<file path="config.mk">
export PLATFORM = sky130hd
export DESIGN_NAME = program_loader
export DESIGN_NICKNAME = d
export VERILOG_FILES = /design/src/rtl/program_loader_pkg.sv /design/src/rtl/program_loader_word_assembler.sv /design/src/rtl/program_loader.sv
export SDC_FILE = /design/constraint.sdc
export NUM_CORES = 1
export LEC_CHECK = 0
export CORE_MARGIN = 2
export CORE_UTILIZATION = 30
export CTS_CLUSTER_DIAMETER = 60
export DETAILED_ROUTE_END_ITERATION = 10
export PLACE_DENSITY = 0.58
export SLEW_MARGIN = 5
export SYNTH_ARGS = -nofsm -noshare
export SYNTH_HDL_FRONTEND = slang
export SYNTH_SLANG_ARGS = --single-unit
export TNS_END_PERCENT = 30
</file>
<file path="constraint.sdc">
create_clock -name clk -period 1.9 [get_ports clk]
set_input_delay 0.285 -clock clk [delete_from_list [all_inputs] [get_ports clk]]
set_output_delay 0.285 -clock clk [all_outputs]
set_load 0.01 [all_outputs]
</file>
<file path="src/rtl/program_loader_pkg.sv">
// Shared types and constants for the program loader (package loader_pkg).
// Optional checksum support is selected by PROGRAM_LOADER_CHECKSUM_EN.
package loader_pkg;

    localparam int unsigned LANES     = 4;
    localparam int unsigned HDR_BYTES = 2;

    typedef enum logic [2:0] {
        HDR_LO,
        HDR_HI,
        DATA,
        CHK,
        FIN,
        DONE,
        ERR
    } state_t;

    function automatic logic is_rx_state(input state_t s);
        return (s == HDR_LO) || (s == HDR_HI) || (s == DATA) || (s == CHK);
    endfunction

endpackage

</file>
<file path="src/rtl/program_loader_word_assembler.sv">
// Packs four little-endian bytes into a 32-bit word; word_valid is combinational
// on the fourth byte so the caller can register the write on that same edge.
module loader_word_assembler
    import loader_pkg::*;
(
    input  logic        clk,
    input  logic        reset,
    input  logic        clear,
    input  logic        byte_valid,
    input  logic [7:0]  byte_data,
    output logic        word_valid,
    output logic [31:0] word
);

    localparam int unsigned LANE_W = $clog2(LANES);

    logic [LANE_W-1:0]      lane;
    logic [8*(LANES-1)-1:0] shreg;

    // Only the first three lanes are stored; the fourth is taken straight from the input.
    assign word_valid = byte_valid && (lane == LANE_W'(LANES - 1));
    assign word       = {byte_data, shreg};

    always_ff @(posedge clk or negedge reset) begin
        if (!reset) begin
            lane  <= '0;
            shreg <= '0;
        end else if (clear) begin
            lane  <= '0;
            shreg <= '0;
        end else if (byte_valid) begin
            lane  <= lane + 1'b1;
            shreg <= {byte_data, shreg[8*(LANES-1)-1:8]};
        end
    end

endmodule

</file>
<file path="src/rtl/program_loader.sv">
// Byte-stream instruction memory loader; holds the core in reset until a valid image lands.
// Define PROGRAM_LOADER_CHECKSUM_EN to require a trailing XOR checksum byte.
module program_loader
    import loader_pkg::*;
#(
    parameter int unsigned IMEM_SIZE = 16,
    parameter int unsigned ADDR_W    = $clog2(IMEM_SIZE)
) (
    input  logic              clk,
    input  logic              reset,
    input  logic [7:0]        rx_data,
    input  logic              rx_valid,
    output logic              rx_ready,
    input  logic              start,
    output logic              imem_we,
    output logic [ADDR_W-1:0] imem_waddr,
    output logic [31:0]       imem_wdata,
    output logic              core_reset,
    output logic              load_done,
    output logic              load_error
);

    state_t                       state;
    state_t                       state_nxt;
    logic                         fire;
    logic                         restart;
    logic                         asm_valid;
    logic [31:0]                  asm_word;
    logic [8*(HDR_BYTES-1)-1:0]   cnt_lo;
    logic [8*HDR_BYTES-1:0]       hdr_n;
    logic [ADDR_W:0]              count;
    logic [ADDR_W:0]              word_idx;
    logic                         last_word;
`ifdef PROGRAM_LOADER_CHECKSUM_EN
    logic [7:0]                   csum;
`endif

    assign fire      = rx_valid && rx_ready;
    assign restart   = start && ((state == DONE) || (state == ERR));
    assign hdr_n     = {rx_data, cnt_lo};
    assign last_word = (word_idx == count - 1'b1);

    loader_word_assembler u_asm (
        .clk        (clk),
        .reset      (reset),
        .clear      (restart),
        .byte_valid (fire && (state == DATA)),
        .byte_data  (rx_data),
        .word_valid (asm_valid),
        .word       (asm_word)
    );

    always_comb begin
        state_nxt = state;
        case (state)
            HDR_LO: if (fire) state_nxt = HDR_HI;
            HDR_HI: begin
                if (fire) begin
                    if (hdr_n == '0)
                        state_nxt = FIN;
                    else if (hdr_n > 16'(IMEM_SIZE))
                        state_nxt = ERR;
                    else
                        state_nxt = DATA;
                end
            end
            DATA: begin
                if (asm_valid && last_word) begin
`ifdef PROGRAM_LOADER_CHECKSUM_EN
                    state_nxt = CHK;
`else
                    state_nxt = FIN;
`endif
                end
            end
`ifdef PROGRAM_LOADER_CHECKSUM_EN
            CHK: if (fire) state_nxt = (rx_data == csum) ? DONE : ERR;
`endif
            FIN:  state_nxt = DONE;
            DONE: if (start) state_nxt = HDR_LO;
            ERR:  if (start) state_nxt = HDR_LO;
            default: state_nxt = HDR_LO;
        endcase
    end

    always_ff @(posedge clk or negedge reset) begin
        if (!reset) begin
            state      <= HDR_LO;
            rx_ready   <= 1'b1;
            imem_we    <= 1'b0;
            imem_waddr <= '0;
            imem_wdata <= '0;
            core_reset <= 1'b1;
            load_done  <= 1'b0;
            load_error <= 1'b0;
            cnt_lo     <= '0;
            count      <= '0;
            word_idx   <= '0;
`ifdef PROGRAM_LOADER_CHECKSUM_EN
            csum       <= '0;
`endif
        end else begin
            state    <= state_nxt;
            rx_ready <= is_rx_state(state_nxt);
            imem_we  <= asm_valid;

            if (asm_valid) begin
                imem_waddr <= word_idx[ADDR_W-1:0];
                imem_wdata <= asm_word;
                word_idx   <= word_idx + 1'b1;
            end

            if (fire && (state == HDR_LO))
                cnt_lo <= rx_data;
            if (fire && (state == HDR_HI))
                count <= hdr_n[ADDR_W:0];

`ifdef PROGRAM_LOADER_CHECKSUM_EN
            if (fire && ((state == HDR_LO) || (state == HDR_HI) || (state == DATA)))
                csum <= csum ^ rx_data;
`endif

            // Status follows the state one edge late, except re-arm which clears it at once.
            if (restart) begin
                word_idx   <= '0;
`ifdef PROGRAM_LOADER_CHECKSUM_EN
                csum       <= '0;
`endif
                core_reset <= 1'b1;
                load_done  <= 1'b0;
                load_error <= 1'b0;
            end else begin
                core_reset <= (state != DONE);
                load_done  <= (state == DONE);
                load_error <= (state == ERR);
            end
        end
    end

endmodule

</file>
[Yosys cells after proc, flatten, opt, wreduce, memory -nomap -nowiden]
Index checks and enable logic that the tools add are counted.
Storage, ports and cells
  bits in writable memories: 0
  logic and storage cells: 61
  output and inout port bits: 41
  ROM bits: 0
  memories: 0
  register bits: 88
  latch bits: 0
Cells by class
  div/mod/pow operators: 0
  reductions and logical operators: 17
  equal/unequal tests: 11
  add/sub/neg operators: 3
  magnitude comparators: 1
  bitwise logic cells: 0
  shift-type cells: 0
  multiplexer cells: 16
  multiply operators: 0
Operator list (count)
  two-way mux 24 bit: 2
  two-way mux 3 bit: 6
  > comparator 16 x 5 -> 1 bit (second input constant): 1
  zero test 16 bit: 1
  case mux 3 bit (5 select lines): 1
  two-way mux 5 bit: 2
  equality test 3 x 2 -> 1 bit (second input constant): 3
  equality test 3 bit (second input constant): 3
  logical AND 1 bit: 7
  equality test 3 x 1 -> 1 bit (second input constant): 2
  zero test 3 bit: 2
  adder 5 x 1 -> 5 bit (second input constant): 1
  equality test 5 bit: 1
  subtractor 5 x 1 -> 5 bit (second input constant): 1
  logical OR 1 bit: 4
  two-way mux 2 bit: 2
  nonzero test 2 bit: 2
  two-way mux 1 bit: 3
  inequality test 3 bit (second input constant): 1
  adder 2 x 1 -> 2 bit (second input constant): 1
  equality test 2 bit (second input constant): 1
  OR reduction 2 bit: 1

[Depth between registers and ports, before layout]
Gate-level depths: netlist of run 1.
  word-level depth: 10
  mapped depth: 7

[Modules after synthesis]
A second synthesis of run 1 with hierarchy kept.
Unflattened totals
  cells, all modules: 277
  area, all modules: 3726.1 um2
Modules (own cells, without submodules)
  program_loader: cells each 183, area each 2572.5 um2, sequential area each 1554.0 um2, times used 1
  loader_word_assembler: cells each 94, area each 1153.6 um2, sequential area each 650.6 um2, times used 1

[Worst setup path before layout of run 1]
Ideal clock, no wire load.
  path type: register -> register
  start point: reg rx_ready
  end point: reg imem_wdata[24]
  arrival time: 1.693 ns
  path buffers: 1
  setup slack: 0.082 ns
  setup time: 0.125 ns
  stages on the path, launching flop included: 5
  cell sequence: dfstp_2 nand2_1 nor4_4 buf_2 mux2_2
On the way
  cells in the longest elaborated chain, start to end: 3
RTL lines
  start, declared: line program_loader.sv:13  | output logic rx_ready,
  start signal, assigned: line program_loader.sv:104  | rx_ready <= is_rx_state(state_nxt);
  logical AND 1 bit: line program_loader.sv:38  | assign fire = rx_valid && rx_ready;
  logical AND 1 bit: line program_loader.sv:47  | .byte_valid (fire && (state == DATA)),
  logical AND 1 bit: line program_loader_word_assembler.sv:21  | assign word_valid = byte_valid && (lane == LANE_W'(LANES - 1));
  end signal, assigned: line program_loader.sv:109  | imem_wdata <= asm_word;
  end, declared: line program_loader.sv:17  | output logic [31:0] imem_wdata,
No other way between the ends.
A chain may end at the register's enable or synchronous reset.

[Final worst setup path of run 1]
  start point: reg rx_ready
  end point: reg imem_wdata[20]
Same word-level chain as after synthesis.

==> flow_metrics.env, run 1 <==
export IMPL_yosysTopAreaCell="dfrtp_1"
export IMPL_place_gp_congestion=0.760
export IMPL_hpwl_um=5470
export IMPL_cp_required_ns=2.12
export IMPL_fin_area_um2=4860
export IMPL_setup_worst_path_end_class="flop"
export IMPL_vias=2473
export IMPL_ctsLongestPathBuffers=2
export IMPL_area_growth_pct=34.0
export IMPL_ant_nets=0
export IMPL_yosys_warnings=0
export IMPL_core_um2=11900
export IMPL_synthMostInstantiatedCell="dfrtp_1"
export IMPL_power_density_nw_per_um2=1150
export IMPL_synthFlopType="dfrtp_1"
export IMPL_synth_top_family_by_area="multiplexers"
export IMPL_cts_root_buffer="clkbuf_16"
export IMPL_layout_min_cycle_time_ns=1.79
export IMPL_post_cts_buffers=0
export IMPL_outcome="complete, no violations"
export IMPL_rows=40
export IMPL_relSlewSlack_pct=70.2
export IMPL_synthArstFlopShare_pct=100
export IMPL_wl_per_cell_um=15.0
export IMPL_post_route_util_pct=40.8
export IMPL_synthesis_nets=315
export IMPL_drc=0
export IMPL_grt_pass1_vias=2596
export IMPL_die_area_um2=13000
export IMPL_path_cells="nand2_1 -> nor4_4 -> buf_4 -> mux2_2"
export IMPL_drive_above_1_share_pct=26.0
export IMPL_synthCells=300
export IMPL_synth_compound_area_share_pct=6.66
export IMPL_port_buffers=52
export IMPL_max_freq_mhz=558
export IMPL_cp_num_buf_inv=1
export IMPL_synth_edf_count=0
export IMPL_layout_nets=392
export IMPL_fin_worst_skew_ns=0.00586
export IMPL_crit_fanout=15
export IMPL_netlist_area_um2=3630
export IMPL_die_w_um=114
export IMPL_worstMarginPinSlew_ns=0.443
export IMPL_htree_levels=3
export IMPL_wl_met2_um=3790
export IMPL_grt_overflow=0
export IMPL_hp_class="input pin to asynchronous set/reset pin"
export IMPL_synth_cell_types=31
export IMPL_synth_seq_area_share_pct=60.8
export IMPL_maxCapViolCount=0
export IMPL_antenna_cells=0
export IMPL_cp_num_cells=4
export IMPL_synthXorXnorAreaFrac_pct=2.90
export IMPL_final_cells=528
export IMPL_ys_ff_latch=88
export IMPL_synth_commonest_cells="dfrtp_1, nand2_1, mux2_2"
export IMPL_synth_simple_gate_area_share_pct=11.5
export IMPL_track_usage_pct=13.3
export IMPL_synth_area_top_cells="dfrtp_1, mux2_2, nand2_1"
export IMPL_start_kind="flop"
export IMPL_fin_setup_tns_ns=0
export IMPL_clk_insertion_delay_late_ns=0.33
export IMPL_start_util_pct=30.5
export IMPL_clk_pin_slew_ns=0.06
export IMPL_synth_top_area_share_pct=59.3
export IMPL_pre_cts_ws_ns=-0.127
export IMPL_grt_max_degree=36
export IMPL_final_hold_viol_count=0
export IMPL_via_per_inst=4.68
export IMPL_drt_iter0_drc=133
export IMPL_die_y_um=114
export IMPL_wl_um=7940
export IMPL_antenna_found_initial=0
export IMPL_peakVddDrop_mv=0.644
export IMPL_dr_pass1_iters=4
export IMPL_rr_worst_depth=4
export IMPL_cts_tree="built"
export IMPL_synth_mux_area_share_pct=14.6
export IMPL_crit_arrival_ns=2.01
export IMPL_synth_fa_ha_area_share_pct=1.31
export IMPL_layout_setup_ws_ns=0.109
export IMPL_rsz0062_at_grt="no"
export IMPL_top_layer_used="met4"
export IMPL_m1WireLength_um=3750
export IMPL_cts_sinks=88
export IMPL_wl_met3_um=318
export IMPL_drv_slew=0
export IMPL_path_class="flop to flop"
export IMPL_max_stage_delay_ns=0.55
export IMPL_place_area_um2=4520
export IMPL_crit_family="flip-flops"
export IMPL_dpl_cell_count=512
export IMPL_cpMaxStageDelayCell="dfstp_2"
export IMPL_cts_made_buffers=9
export IMPL_io_pins=53
export IMPL_grt_pass1_wl_um=13400
export IMPL_syn_avg_cell_area_um2=12.1
export IMPL_finalSetupViolCount=0
export IMPL_leakage_nw=2.17
export IMPL_fin_crit_sh_pct=94.3
-- where the power goes --
group	switching, mW	total, mW	internal (mW)
sequential	0.278	2.51	2.23
combinational	0.605	1.21	0.607
clock	0.709	1.89	1.18
-- routing by layer --
metal / vias to the layer above / global-route usage, %
met4: 0 / 4.15
met3: 6 / 3.19
met2: 65 / 20.6
met1: 1219 / 18.5
met5: - / 0
li1: 1183 / -
-- path summary, 6_finish.rpt --
kind / startpoint / slack (ns) / end
worst max-delay path: rx_ready$_DFF_PN1_ / 0.11 / imem_wdata[20]$_DFFE_PN0P_
worst min-delay path: reset / 0.41 / imem_wdata[27]$_DFFE_PN0P_
worst max register to register: rx_ready$_DFF_PN1_ / 0.11 / imem_wdata[20]$_DFFE_PN0P_
worst min register to register: imem_waddr[2]$_DFFE_PN0P_ / 0.51 / imem_waddr[2]$_DFFE_PN0P_
max in group asynchronous: reset / 0.85 / count[0]$_DFFE_PN0P_
min in group clk: imem_waddr[2]$_DFFE_PN0P_ / 0.51 / imem_waddr[2]$_DFFE_PN0P_
-- registers in the layout, indices dropped and copies added (netlist names), 2 cells and up --
name / flops
count: 5
word_idx: 5
imem_wdata: 32
cnt_lo: 8
u_asm.shreg: 24
u_asm.lane: 2
state: 3
imem_waddr: 4
-- area by class of cell --
| cell class | count | area [µm²] |
|---|---|---|
| clock buffer | 10 | 239 |
| tap | 147 | 184 |
| multi-input combinational | 194 | 1360 |
| sequential | 88 | 2210 |
| clock inverter | 5 | 81.3 |
| timing repair buffer | 79 | 777 |
| inverter | 5 | 18.8 |
| fill | 1152 | 7050 |
-- stage by stage --
stage          hold slack (ns)  power [mW]
3_5_place_dp             0.241        3.73
2_1_floorplan          -0.0106        3.22
6_report                 0.412        5.61
3_3_place_gp             0.237        3.68
4_1_cts                  0.426        5.65
5_1_grt                  0.440        5.94
-- cells by family after synthesis --
family          after synthesis
buf+inv                      18
simple gates                 87
fa+ha+maj                     4
flops                        88
mux                          47
xor+xnor                     12
compound gates               44
-- timing repair --
item,in CTS,in global routing
resized for setup,0,3
setup endpoints to repair,0,6
hold buffers,1,0
endpoints found under the hold margin,26,0
-- cells in the final DEF (no fill, tap or decap), drive strengths merged, types with 3 or more instances in the layout --
cell type and n:
ha 3, nor2 7, buf 27, mux2 47
clkbuf 10, nor4 5, o21ai 11, dfrtp 86
nand2b 4, xor2 9, inv 5, xnor2 3
nand2 57, a21oi 29, clkdlybuf4s50 51, nor3 4
Note: power is estimated with default switching activity, not from simulation.
==> inputs of run 2 (changes only) <==
- GPL_ROUTABILITY_DRIVEN: not set -> 0
==> results of run 2 <==
Same layout as run 1: the final DEF is identical, and so are final timing and power.
